==> config.mk <==
export PLATFORM = sky130hd
export DESIGN_NAME = vs_uart_param_flat
export DESIGN_NICKNAME = d
export VERILOG_FILES = /design/src/rtl/vs_uart_pkg.sv /design/src/rtl/vs_uart_param_if.sv /design/src/rtl/vs_uart_tick.sv /design/src/rtl/vs_uart_param.sv /design/src/flat_wrapper.sv
export SDC_FILE = /design/constraint.sdc
export NUM_CORES = 1
export LEC_CHECK = 0
export CORE_ASPECT_RATIO = 1.5
export CORE_UTILIZATION = 58
export CTS_CLUSTER_DIAMETER = 100
export DETAILED_ROUTE_END_ITERATION = 6
export PLACE_DENSITY = 0.79
export SLEW_MARGIN = 10
export SYNTH_ARGS = -nofsm -noshare
export SYNTH_HDL_FRONTEND = slang
export SYNTH_SLANG_ARGS = --single-unit
==> constraint.sdc <==
create_clock -name i_clk -period 6 [get_ports i_clk]
set_input_delay 1.2 -clock i_clk [delete_from_list [all_inputs] [get_ports i_clk]]
set_output_delay 1.2 -clock i_clk [all_outputs]
set_load 0.05 [all_outputs]
==> src/rtl/vs_uart_pkg.sv <==
// vs_uart_pkg: parity mode constants, TX/RX state types and the parity helper
// shared by the vs_uart_param core.
package vs_uart_pkg;

  localparam int unsigned PAR_NONE      = 0;
  localparam int unsigned PAR_EVEN      = 1;
  localparam int unsigned PAR_ODD       = 2;
  localparam int unsigned MAX_DATA_BITS = 9;

  typedef enum logic [2:0] {
    TxIdle,
    TxWtick,
    TxStart,
    TxData,
    TxPar,
    TxStop
  } tx_state_e;

  typedef enum logic [2:0] {
    RxIdle,
    RxStart,
    RxData,
    RxPar,
    RxStop,
    RxWend
  } rx_state_e;

  // Even parity is the XOR of the data; odd parity is its inverse. Callers
  // zero-extend narrower data, which leaves the XOR unchanged.
  function automatic logic calc_parity(input logic [MAX_DATA_BITS-1:0] data,
                                       input int unsigned mode);
    logic p;
    p = ^data;
    return (mode == PAR_ODD) ? ~p : p;
  endfunction

endpackage

==> src/rtl/vs_uart_param_if.sv <==
// vs_uart_param_if: pin-level serial lines plus the RX consumer and TX producer
// byte-stream handshakes. The slave modport is the UART core side.
interface vs_uart_param_if #(
  parameter int unsigned DATA_BITS = 8
);
  logic                 rxd;
  logic                 txd;
  logic                 rx_data_en;
  logic [DATA_BITS-1:0] rx_data;
  logic                 rx_par_err;
  logic                 rx_frm_err;
  logic                 tx_rdy_t;
  logic [DATA_BITS-1:0] tx_data_r;
  logic                 tx_rdy_r;

  modport master (
    output rxd, tx_rdy_t, tx_data_r,
    input  txd, rx_data_en, rx_data, rx_par_err, rx_frm_err, tx_rdy_r
  );

  modport slave (
    input  rxd, tx_rdy_t, tx_data_r,
    output txd, rx_data_en, rx_data, rx_par_err, rx_frm_err, tx_rdy_r
  );
endinterface

==> src/rtl/vs_uart_tick.sv <==
// vs_uart_tick: free-running oversample tick generator, one clock-wide pulse
// every DIV clocks.
module vs_uart_tick #(
  parameter int unsigned DIV = 868
) (
  input  logic i_clk,
  input  logic i_rst_n,
  output logic o_ceo
);
  localparam int unsigned CW = (DIV > 1) ? $clog2(DIV) : 1;

  logic [CW-1:0] r_cnt;
  logic          w_wrap;

  assign w_wrap = (r_cnt == CW'(DIV - 1));
  assign o_ceo  = w_wrap;

  // Divider counter, cleared explicitly on the tick cycle.
  always_ff @(posedge i_clk or negedge i_rst_n) begin
    if (!i_rst_n)    r_cnt <= '0;
    else if (w_wrap) r_cnt <= '0;
    else             r_cnt <= r_cnt + 1'b1;
  end
endmodule

==> src/rtl/vs_uart_param.sv <==
// vs_uart_param: parametrised full-duplex UART core. Independent TX and RX FSMs
// share only the oversample tick.
// Build macro UART_RX_MAJORITY_EN: each RX sample becomes the 2-of-3 majority of
// ticks OSR/2-1, OSR/2 and OSR/2+1 (decision on OSR/2+1); otherwise a single
// sample is taken at tick OSR/2.
module vs_uart_param
  import vs_uart_pkg::*;
#(
  parameter int unsigned DIV       = 868,
  parameter int unsigned OSR       = 16,
  parameter int unsigned DATA_BITS = 8,
  parameter int unsigned PARITY    = 1,
  parameter int unsigned STOP_BITS = 2,
  parameter int unsigned SYNC_W    = 3
) (
  input logic            i_clk,
  input logic            i_rst_n,
  vs_uart_param_if.slave bus
);
  localparam int unsigned TCW  = $clog2(OSR);
  localparam int unsigned BCW  = $clog2(DATA_BITS + 1);
  localparam int unsigned SAMP = OSR / 2;
`ifdef UART_RX_MAJORITY_EN
  localparam int unsigned RX_DEC = SAMP + 1;
`else
  localparam int unsigned RX_DEC = SAMP;
`endif

  logic w_tick;

  vs_uart_tick #(.DIV(DIV)) u_tick (
    .i_clk  (i_clk),
    .i_rst_n(i_rst_n),
    .o_ceo  (w_tick)
  );

  // ---------------------------------------------------------------- TX
  tx_state_e            r_tx_state, w_tx_state;
  logic [DATA_BITS-1:0] r_tx_shift, w_tx_shift;
  logic                 r_tx_par, w_tx_par;
  logic [TCW-1:0]       r_tx_tcnt, w_tx_tcnt;
  logic [BCW-1:0]       r_tx_bcnt, w_tx_bcnt;
  logic                 r_txd, w_txd;
  logic                 r_tx_rdy, w_tx_rdy;
  logic                 w_tx_bit_end;

  assign w_tx_bit_end = w_tick && (r_tx_tcnt == TCW'(OSR - 1));

  // TX state and datapath registers; reset forces the line idle at once.
  always_ff @(posedge i_clk or negedge i_rst_n) begin
    if (!i_rst_n) begin
      r_tx_state <= TxIdle;
      r_tx_shift <= '0;
      r_tx_par   <= 1'b0;
      r_tx_tcnt  <= '0;
      r_tx_bcnt  <= '0;
      r_txd      <= 1'b1;
      r_tx_rdy   <= 1'b1;
    end else begin
      r_tx_state <= w_tx_state;
      r_tx_shift <= w_tx_shift;
      r_tx_par   <= w_tx_par;
      r_tx_tcnt  <= w_tx_tcnt;
      r_tx_bcnt  <= w_tx_bcnt;
      r_txd      <= w_txd;
      r_tx_rdy   <= w_tx_rdy;
    end
  end

  // TX next state: each bit spans OSR ticks, the line value is registered.
  always_comb begin
    w_tx_state = r_tx_state;
    w_tx_shift = r_tx_shift;
    w_tx_par   = r_tx_par;
    w_tx_tcnt  = r_tx_tcnt;
    w_tx_bcnt  = r_tx_bcnt;
    w_txd      = r_txd;
    w_tx_rdy   = r_tx_rdy;
    if (r_tx_state != TxIdle && r_tx_state != TxWtick && w_tick) begin
      w_tx_tcnt = w_tx_bit_end ? '0 : r_tx_tcnt + 1'b1;
    end
    unique case (r_tx_state)
      TxIdle: begin
        if (bus.tx_rdy_t && r_tx_rdy) begin
          w_tx_shift = bus.tx_data_r;
          w_tx_par   = calc_parity(MAX_DATA_BITS'(bus.tx_data_r), PARITY);
          w_tx_rdy   = 1'b0;
          w_tx_state = TxWtick;
        end
      end
      TxWtick: begin
        if (w_tick) begin
          w_txd      = 1'b0;
          w_tx_tcnt  = '0;
          w_tx_state = TxStart;
        end
      end
      TxStart: begin
        if (w_tx_bit_end) begin
          w_txd      = r_tx_shift[0];
          w_tx_shift = r_tx_shift >> 1;
          w_tx_bcnt  = '0;
          w_tx_state = TxData;
        end
      end
      TxData: begin
        if (w_tx_bit_end) begin
          if (r_tx_bcnt == BCW'(DATA_BITS - 1)) begin
            w_tx_bcnt = '0;
            if (PARITY != PAR_NONE) begin
              w_txd      = r_tx_par;
              w_tx_state = TxPar;
            end else begin
              w_txd      = 1'b1;
              w_tx_state = TxStop;
            end
          end else begin
            w_txd      = r_tx_shift[0];
            w_tx_shift = r_tx_shift >> 1;
            w_tx_bcnt  = r_tx_bcnt + 1'b1;
          end
        end
      end
      TxPar: begin
        if (w_tx_bit_end) begin
          w_txd      = 1'b1;
          w_tx_bcnt  = '0;
          w_tx_state = TxStop;
        end
      end
      TxStop: begin
        if (w_tx_bit_end) begin
          if (r_tx_bcnt == BCW'(STOP_BITS - 1)) begin
            w_tx_rdy   = 1'b1;
            w_tx_bcnt  = '0;
            w_tx_state = TxIdle;
          end else begin
            w_tx_bcnt = r_tx_bcnt + 1'b1;
          end
        end
      end
      default: w_tx_state = TxIdle;
    endcase
  end

  assign bus.txd      = r_txd;
  assign bus.tx_rdy_r = r_tx_rdy;

  // ---------------------------------------------------------------- RX
  logic [SYNC_W-1:0]    r_sync;
  logic                 w_rxd;
  logic                 w_rx_bit;
  logic                 w_rx_samp;
  rx_state_e            r_rx_state, w_rx_state;
  logic [DATA_BITS-1:0] r_rx_shift, w_rx_shift;
  logic [TCW-1:0]       r_rx_tcnt, w_rx_tcnt;
  logic [BCW-1:0]       r_rx_bcnt, w_rx_bcnt;
  logic                 r_rx_perr, w_rx_perr;
  logic                 r_rx_ferr, w_rx_ferr;
  logic                 w_ferr_now;
  logic [DATA_BITS-1:0] r_rx_data, w_rx_data;
  logic                 r_rx_perr_o, w_rx_perr_o;
  logic                 r_rx_ferr_o, w_rx_ferr_o;
  logic                 r_rx_en, w_rx_en;

  assign w_rxd     = r_sync[SYNC_W-1];
  assign w_rx_samp = w_tick && (r_rx_tcnt == TCW'(RX_DEC));

  // RXD synchroniser; idles high so reset does not look like a start bit.
  always_ff @(posedge i_clk or negedge i_rst_n) begin
    if (!i_rst_n) r_sync <= '1;
    else          r_sync <= {r_sync[SYNC_W-2:0], bus.rxd};
  end

`ifdef UART_RX_MAJORITY_EN
  logic r_maj_a, r_maj_b;

  // Capture the two samples that precede the decision tick.
  always_ff @(posedge i_clk or negedge i_rst_n) begin
    if (!i_rst_n) begin
      r_maj_a <= 1'b1;
      r_maj_b <= 1'b1;
    end else if (w_tick) begin
      if (r_rx_tcnt == TCW'(SAMP - 1)) r_maj_a <= w_rxd;
      if (r_rx_tcnt == TCW'(SAMP))     r_maj_b <= w_rxd;
    end
  end

  assign w_rx_bit = (r_maj_a & r_maj_b) | (r_maj_a & w_rxd) | (r_maj_b & w_rxd);
`else
  assign w_rx_bit = w_rxd;
`endif

  // RX state, datapath and output registers.
  always_ff @(posedge i_clk or negedge i_rst_n) begin
    if (!i_rst_n) begin
      r_rx_state  <= RxIdle;
      r_rx_shift  <= '0;
      r_rx_tcnt   <= '0;
      r_rx_bcnt   <= '0;
      r_rx_perr   <= 1'b0;
      r_rx_ferr   <= 1'b0;
      r_rx_data   <= '0;
      r_rx_perr_o <= 1'b0;
      r_rx_ferr_o <= 1'b0;
      r_rx_en     <= 1'b0;
    end else begin
      r_rx_state  <= w_rx_state;
      r_rx_shift  <= w_rx_shift;
      r_rx_tcnt   <= w_rx_tcnt;
      r_rx_bcnt   <= w_rx_bcnt;
      r_rx_perr   <= w_rx_perr;
      r_rx_ferr   <= w_rx_ferr;
      r_rx_data   <= w_rx_data;
      r_rx_perr_o <= w_rx_perr_o;
      r_rx_ferr_o <= w_rx_ferr_o;
      r_rx_en     <= w_rx_en;
    end
  end

  // RX next state: the tick counter runs from start detection and wraps every
  // OSR ticks, so every decision lands at the same offset within its bit.
  always_comb begin
    w_rx_state  = r_rx_state;
    w_rx_shift  = r_rx_shift;
    w_rx_tcnt   = r_rx_tcnt;
    w_rx_bcnt   = r_rx_bcnt;
    w_rx_perr   = r_rx_perr;
    w_rx_ferr   = r_rx_ferr;
    w_rx_data   = r_rx_data;
    w_rx_perr_o = r_rx_perr_o;
    w_rx_ferr_o = r_rx_ferr_o;
    w_rx_en     = 1'b0;
    w_ferr_now  = r_rx_ferr | ~w_rx_bit;
    if (r_rx_state != RxIdle && r_rx_state != RxWend && w_tick) begin
      w_rx_tcnt = (r_rx_tcnt == TCW'(OSR - 1)) ? '0 : r_rx_tcnt + 1'b1;
    end
    unique case (r_rx_state)
      RxIdle: begin
        if (!w_rxd) begin
          w_rx_tcnt  = '0;
          w_rx_state = RxStart;
        end
      end
      RxStart: begin
        if (w_rx_samp) begin
          if (w_rx_bit) begin
            w_rx_state = RxIdle;  // glitch: no frame
          end else begin
            w_rx_bcnt  = '0;
            w_rx_perr  = 1'b0;
            w_rx_state = RxData;
          end
        end
      end
      RxData: begin
        if (w_rx_samp) begin
          w_rx_shift = {w_rx_bit, r_rx_shift[DATA_BITS-1:1]};
          if (r_rx_bcnt == BCW'(DATA_BITS - 1)) begin
            w_rx_bcnt = '0;
            w_rx_ferr = 1'b0;
            w_rx_state = (PARITY != PAR_NONE) ? RxPar : RxStop;
          end else begin
            w_rx_bcnt = r_rx_bcnt + 1'b1;
          end
        end
      end
      RxPar: begin
        if (w_rx_samp) begin
          w_rx_perr  = w_rx_bit != calc_parity(MAX_DATA_BITS'(r_rx_shift), PARITY);
          w_rx_state = RxStop;
        end
      end
      RxStop: begin
        if (w_rx_samp) begin
          w_rx_ferr = w_ferr_now;
          if (r_rx_bcnt == BCW'(STOP_BITS - 1)) begin
            w_rx_data   = r_rx_shift;
            w_rx_perr_o = r_rx_perr;
            w_rx_ferr_o = w_ferr_now;
            w_rx_en     = 1'b1;
            w_rx_bcnt   = '0;
            // A line still low here is a break; wait for it to return high.
            w_rx_state  = w_rxd ? RxIdle : RxWend;
          end else begin
            w_rx_bcnt = r_rx_bcnt + 1'b1;
          end
        end
      end
      RxWend: begin
        if (w_rxd) w_rx_state = RxIdle;
      end
      default: w_rx_state = RxIdle;
    endcase
  end

  assign bus.rx_data_en = r_rx_en;
  assign bus.rx_data    = r_rx_data;
  assign bus.rx_par_err = r_rx_perr_o;
  assign bus.rx_frm_err = r_rx_ferr_o;
endmodule

==> src/flat_wrapper.sv <==
// flat-port wrapper written by rule: the top's interface ports become plain ports
module vs_uart_param_flat import vs_uart_pkg::*;
#(
  parameter int unsigned DIV       = 868,
  parameter int unsigned OSR       = 16,
  parameter int unsigned DATA_BITS = 8,
  parameter int unsigned PARITY    = 1,
  parameter int unsigned STOP_BITS = 2,
  parameter int unsigned SYNC_W    = 3
)
  (i_clk, i_rst_n, bus_rxd, bus_tx_rdy_t, bus_tx_data_r, bus_txd, bus_rx_data_en, bus_rx_data, bus_rx_par_err, bus_rx_frm_err, bus_tx_rdy_r);
  vs_uart_param_if #(.DATA_BITS(DATA_BITS)) bus_i ();
  input logic i_clk;
  input logic i_rst_n;
  input wire logic [$bits(bus_i.rxd)-1:0] bus_rxd;
  input wire logic [$bits(bus_i.tx_rdy_t)-1:0] bus_tx_rdy_t;
  input wire logic [$bits(bus_i.tx_data_r)-1:0] bus_tx_data_r;
  output wire logic [$bits(bus_i.txd)-1:0] bus_txd;
  output wire logic [$bits(bus_i.rx_data_en)-1:0] bus_rx_data_en;
  output wire logic [$bits(bus_i.rx_data)-1:0] bus_rx_data;
  output wire logic [$bits(bus_i.rx_par_err)-1:0] bus_rx_par_err;
  output wire logic [$bits(bus_i.rx_frm_err)-1:0] bus_rx_frm_err;
  output wire logic [$bits(bus_i.tx_rdy_r)-1:0] bus_tx_rdy_r;
  assign bus_i.rxd = bus_rxd;
  assign bus_i.tx_rdy_t = bus_tx_rdy_t;
  assign bus_i.tx_data_r = bus_tx_data_r;
  assign bus_txd = bus_i.txd;
  assign bus_rx_data_en = bus_i.rx_data_en;
  assign bus_rx_data = bus_i.rx_data;
  assign bus_rx_par_err = bus_i.rx_par_err;
  assign bus_rx_frm_err = bus_i.rx_frm_err;
  assign bus_tx_rdy_r = bus_i.tx_rdy_r;
  vs_uart_param #(.DIV(DIV), .OSR(OSR), .DATA_BITS(DATA_BITS), .PARITY(PARITY), .STOP_BITS(STOP_BITS), .SYNC_W(SYNC_W)) u_core (.i_clk(i_clk), .i_rst_n(i_rst_n), .bus(bus_i));
endmodule
==> results.ini <==
[outcome]
status = completed

[critical_path]
path_buf_inv = 1
worstReg2RegStart = u_core.u_tick.r_cnt[3]$_DFF_PN0_
reg2reg_setup_slack_ns = 3.51
slowest_stage = clkdlybuf4s50_1
reg2reg_to = u_core.r_rx_tcnt[3]$_DFF_PN0_
crit_fanout = 4
slowest_delay_ns = 0.80
worstPathArrival_ns = 1.70
critical_path_class = register to primary output
crit_chain = clkdlybuf4s50_1
r2r_cells = 5
start_kind = register
critPathRequiredTime_ns = 4.80
critPathTopFamily = buffers and inverters
crit_path_end_kind = primary output

[worst_hold_path]
min_to = u_core.r_sync[1]$_DFF_PN1_
hp-start = u_core.r_sync[0]$_DFF_PN1_
hold_depth = 0
min_path_type = register to register

[logic_synthesis]
netlist_top_cells_count = 62 x dfrtp_1, 32 x mux2_2, 26 x nand2_1
synth_edf_count = 0
syn_area_um2 = 3510
synth_cell_types = 54
synth-main-ff-cell = dfrtp_1
syn_nets = 350
yosys-top-cells-area = dfrtp_1 44%, mux2_2 10%, xnor2_1 5.2%
synth-seq-area-share = 0.480
synth_async_sr_flop_share = 1.00
yosysWarnings = 0
syn_area_per_cell_um2 = 10.7
synth_largest_type_area_fraction = 0.442
ys_ff_latch = 67
yosys.area.top_type = dfrtp_1
yosysMostFrequentCell = dfrtp_1
syn_inst = 328

[global_routing]
grt_antenna_before_repair = 0
grt_overflow = 0
grt_usage = 0.222
grt_pass1_vias = 2440
grt_max_degree = 68
grt_pass1_wl_um = 10800

[cts]
cts_inserted_buffers = 9
htree_levels = 3
insertion_delay_ns = 0.36
cts_buffer_depth = 2
cts_tree = done
cts_setup_buffers = 0
post_cts_resized = 0
cts_hold_buf = 0
clock_sinks = 67
clkTransAtPathRegs_ns = 0.07
root_buffer = clkbuf_8

[route]
wirelength_um = 6130
wl_per_cell_um = 14.2
first_pass_iters = 4
initialDrtViolationCount = 123
drc = 0
via_per_inst = 5.79
vias = 2500
ant_nets = 0

[job]
drv_cap = 0

[finish]
layout-drive-gt1-share = 0.183
seqCellArea_um2 = 1680
fillers = 408
n_antenna_cell = 0
nets = 377
design_area_um2 = 4030
areaGrowthSynthToFinish_pct = 14.8
multi_input_area_um2 = 1750

[floorplanning]
top_level_ports = 25
die_h_um = 97.2
initial_core_util = 0.602
dieArea_um2 = 6370
core_area_um2 = 5830
rows = 34
fp.dieW_um = 65.5

[timing]
maxSlewHeadroom = 0.460
tns_ns = 0
fin_skew_ns = 0.0112
final_hold_viol_count = 0
finalCriticalPeriod_ns = 2.90
max_slew.worst_pin.slew_ns = 0.810
fmax_ghz = 0.344
slew_violations = 0
setup_viol = 0
fin_crit_sh = 0.484
rsz0062_at_grt = false

[pwr]
p_leak_nw = 1.79
ir_drop_v = 0.000180
power_density_nw_per_um2 = 224

[placement]
placed_area_um2 = 3800
place_congestion = 0.779
port_buffers = 24
hpwl_um = 4280

[layout make-up]
cell class / instances / area share
multi-input combinational: 241 / 0.433
sequential: 67 / 0.418
timing repair buffer: 25 / 0.0603
clock buffer: 9 / 0.0308
clock inverter: 7 / 0.0249
tap: 72 / 0.0224
inverter: 11 / 0.0103
[sequential cells by signal, indices dropped and copies added, names as in the netlist, named ones only]
signal / count
u_core.bus.rx_data: 8
u_core.r_tx_par: 1
u_core.r_rx_bcnt: 4
u_core.r_rx_ferr: 1
u_core.r_tx_shift: 8
u_core.u_tick.r_cnt: 10
u_core.bus.rx_data_en: 1
u_core.bus.rx_frm_err: 1
u_core.r_sync: 3
u_core.r_rx_shift: 8
u_core.r_tx_state: 3
u_core.bus.rx_par_err: 1
u_core.r_rx_tcnt: 4
u_core.r_rx_state: 3
u_core.bus.txd: 1
u_core.bus.tx_rdy_r: 1
u_core.r_rx_perr: 1
u_core.r_tx_bcnt: 4
[per-layer routing]
layer,share of wire,GRT usage,wire length [um]
met1,0.44,0.275,2700
met2,0.50,0.354,3090
met3,0.029,0.0540,178
met4,0.027,0.112,165
met5,0,0,0
[power by group]
group	internal (W)	switching, W	total [W]
Sequential	0.000453	0.000000845	0.000454
Clock	0.000236	0.000182	0.000419
Combinational	0.0000145	0.0000153	0.0000298
[how the worst max path moves through the flow]
stage / start / end / slack [ns] / cells after the start
after detailed placement: bus_tx_rdy_t / u_core.r_tx_shift[5]$_DFFE_PN0P_ / 2.95 / 5
after global routing: u_core.bus.txd$_DFFE_PN1P_ / bus_txd / 3.05 / 1
final: u_core.bus.tx_rdy_r$_DFFE_PN1P_ / bus_tx_rdy_r / 3.10 / 1
after global placement: bus_tx_rdy_t / u_core.r_tx_shift[2]$_DFFE_PN0P_ / 2.99 / 5
after floorplan: bus_tx_rdy_t / u_core.r_tx_shift[0]$_DFFE_PN0P_ / 3.66 / 4
after CTS: u_core.bus.tx_rdy_r$_DFFE_PN1P_ / bus_tx_rdy_r / 3.07 / 1
[through the flow]
step | hold slack [ns] | total power, W | utilization | instances | worst slack [ns]
detailed placement | 0.349 | 0.000494 | 0.652 | 416 | 2.95
global route | 0.362 | 0.000934 | 0.691 | 432 | 3.05
finish | 0.359 | 0.000902 | 0.691 | 432 | 3.10
global placement | 0.345 | 0.000493 | 0.652 | 416 | 2.99
CTS | 0.360 | 0.000914 | 0.691 | 432 | 3.07
floorplan | 0.345 | 0.000475 | - | 328 | 3.66
[cells by family (layout without fill, tap and decap cells)]
kind of cell / count (synthesis) / after routing / share of synthesized area
AND/OR/NAND/NOR: 106 / 106 / 0.169
buffers and inverters: 20 / 52 / 0.0225
flip-flops: 67 / 67 / 0.480
XOR/XNOR: 25 / 25 / 0.0624
multiplexers: 35 / 35 / 0.111
AO/OA/AOI/OAI: 65 / 65 / 0.119
adder cells (fa/ha/maj): 10 / 10 / 0.0357
[worst register-to-register path, delay by kind of cell (launching register included)]
kind | cells | cell delay [ns]
AO/OA/AOI/OAI | 2 | 0.44
AND/OR/NAND/NOR | 3 | 1.55
flip-flops | 1 | 0.43
[cell usage in the layout, fill, tap and decap left out, drive strengths merged, types with 4 or more instances in the layout]
master and n:
a21oi 14, and3 7, clkbuf 9, clkdlybuf4s50 23, clkinv 4, dfrtp 62, dfstp 5, ha 10
inv 12, mux2 32, nand2 26, nand3 8, nand3b 5, nor2 24, nor2b 5, nor3 7
nor3b 5, nor4 5, o21ai 21, or3b 4, xnor2 21, xor2 4
No activity file was read; power rests on OpenSTA's default activity.
==> RTL edit: new RTL, config.mk and constraints unchanged <==
Set the package constant `MAX_DATA_BITS` to 18 (it was 9).
--- a/src/rtl/vs_uart_pkg.sv
+++ b/src/rtl/vs_uart_pkg.sv
@@ -6,5 +6,5 @@
   localparam int unsigned PAR_EVEN      = 1;
   localparam int unsigned PAR_ODD       = 2;
-  localparam int unsigned MAX_DATA_BITS = 9;
+  localparam int unsigned MAX_DATA_BITS = 18;
 
   typedef enum logic [2:0] {
Behaviour: unchanged (Yosys induction, for registers that start in step).
==> RTL edit against the original RTL <==
- total power is 0.64% higher
- sequential cell count unchanged
- setup slack improved by 0.014 ns
- cell area grew 1.3%
- clock skew is 0.0047 ns lower
- routed wire length rose by 8.2%
- non-clock buffer count is 1 higher
- highest routed layer unchanged
- synthesized area increased by 1.9%
==> RTL edit: results (changes against the original RTL) <==
| Metric | Value |
|---|---|
| Final Setup Violations | `0 (unchanged)` |
| Via density | `5.78 (about the same)` |
| CTS HTree Levels | `3 (unchanged)` |
| First-pass GRT wire length | `11400 µm (+5.6%)` |
| Slew @ Worst Pin | `0.957 ns (+0.146 ns)` |
| DP HPWL | `4590 µm (+7.2%)` |
| FFs w/ async S/R, synth | `100% (unchanged)` |
| Max Buffers Root-to-Sink | `2 (unchanged)` |
| Lkg Pwr | `1.77 nW (-0.86%)` |
| Syn nets | `353 (+0.86%)` |
| Root buf cell | `clkbuf_8` |
| Max incr delay on CP | `0.80 ns (about the same)` |
| Clock skew | `0.00647 ns (-0.00472 ns)` |
| Tot GR Track Use | `23.0% (+0.84 points)` |
| Synth Flop Type | `dfrtp_1` |
| Post-synth top cells | `dfrtp_1 (62), nor2_1 (28), nand2_1 (24), o21ai_0 (20), xnor2_1 (20)` |
| Ranking of synthesized cells by area | `dfrtp_1 (43%), mux2_4 (6.3%), xnor2_1 (4.9%)` |
| Clk slew on worst S/H paths | `0.07 ns (about the same)` |
| Cts repair resizes | `0 (unchanged)` |
| Worst Path Max Fanout | `4 (unchanged)` |
| R2r setup slk | `3.20 ns (-0.31 ns)` |
| Port-buffer cells | `24 (unchanged)` |
| Number of synthesized flops with an enable pin | `0 (unchanged)` |
| Yosys warning count | `0 (unchanged)` |
| Biggest register | `u_core.u_tick.r_cnt` |
| Xor/xnor cell area share of the yosys netlist | `6.37% (+0.13 points)` |
| Vias in the first global route | `2547 (+4.4%)` |
| DRT Wirelength | `6630 µm (+8.2%)` |
| Pin count of the biggest net entering global routing | `68 (unchanged)` |
| Router iterations before antenna repair | `4 (unchanged)` |
| TritonCTS Buffers | `9 (unchanged)` |
| Peak VDD IR | `0.197 mV (+9.8%)` |
| Nets | `378 (+0.27%)` |
| Post-synthesis mux area share | `12.4% (+1.3 points)` |
| Min-delay worst type | `flop to flop` |
| Gpl congestion | `0.769 (-1.3%)` |
| Diode count | `0 (unchanged)` |
| Adder-cell area share of the yosys netlist | `3.50% (-0.066 points)` |
| CP delay by family, top | `buffers and inverters` |
| Compound-cell area share of the yosys netlist | `11.9% (+0.025 points)` |
| Outcome | `completed` |
| Worst path arrival time | `1.69 ns` |
| Worst skew pair latency | `0.34 ns (-0.02 ns)` |
| Post-CTS setup buffers | `0 (unchanged)` |
| Count of cell types in the netlist | `60 (+11%)` |
| CP max-delay cell | `clkdlybuf4s50_1` |
| First DRT Iteration DRCs | `118 (-4.1%)` |
| Sequential area share after synthesis | `47.1% (-0.89 points)` |
| Max FFs per register | `10 (unchanged)` |
| Layout cell share with drive strength beyond 1 | `17.7% (-0.60 points)` |
-- RTL edit: layout make-up --
class                           instances  area [µm²]
Fill cell                             429        1790
Sequential cell                        67        1680
Clock inverter                          4        72.6
Timing Repair Buffer                   26         250
Clock buffer                           12         155
Tap cell                               72        90.1
Inverter                               11        41.3
Multi-Input combinational cell        241        1790
-- RTL edit: logic make-up (layout without fill, tap and decap cells) --
logic type | Yosys count | count (layout)
xor+xnor | 26 | 26
simple gates | 104 | 104
compound gates | 66 | 66
buf+inv | 23 | 53
flops | 67 | 67
fa+ha+maj | 10 | 10
mux | 35 | 35
-- RTL edit: stage by stage --
stage                     std cells  setup slack [ns]  instance area, µm²  total power [mW]  hold slack, ns
after floorplan                 331              3.69                3570             0.475           0.345
after global placement          417              3.04                3850             0.494           0.346
after detailed placement        417              3.01                3850             0.495           0.347
after CTS                       433              3.09                4080             0.920           0.358
after global routing            433              3.06                4080             0.942           0.364
final                           433              3.11                4080             0.908           0.357
-- RTL edit: worst register-to-register path: stages, from the launching register on --
cell and delay, ns:
dfrtp_1 0.39, ha_1 0.21, or3b_4 0.42, or3_4 0.39
nor4_4 0.87, mux2_2 0.42
-- RTL edit: metal layers --
metal  wire length (µm)  track usage [%]
met1               2810             26.8
met4                101             9.66
met3                152             4.44
met5                  0                0
met2               3570             40.3
-- RTL edit: final timing paths --
path | from | end | cells after the start
max | u_core.bus.tx_rdy_r | bus_tx_rdy_r | 1
min | u_core.r_sync[0] | u_core.r_sync[1] | 0
max reg2reg | u_core.u_tick.r_cnt[0] | u_core.bus.rx_par_err | 5
min reg2reg | u_core.r_sync[0] | u_core.r_sync[1] | 0
max in group asynchronous | i_rst_n | u_core.r_rx_tcnt[2] | 2
min in group asynchronous | i_rst_n | u_core.r_tx_bcnt[0] | 2
-- RTL edit: power breakdown --
| group | switching [mW] | leakage, nW | internal, mW |
|---|---|---|---|
| combinational | 0.0168 | 0.766 | 0.0143 |
| clock | 0.167 | 0.113 | 0.256 |
| sequential | 0.000679 | 0.894 | 0.453 |
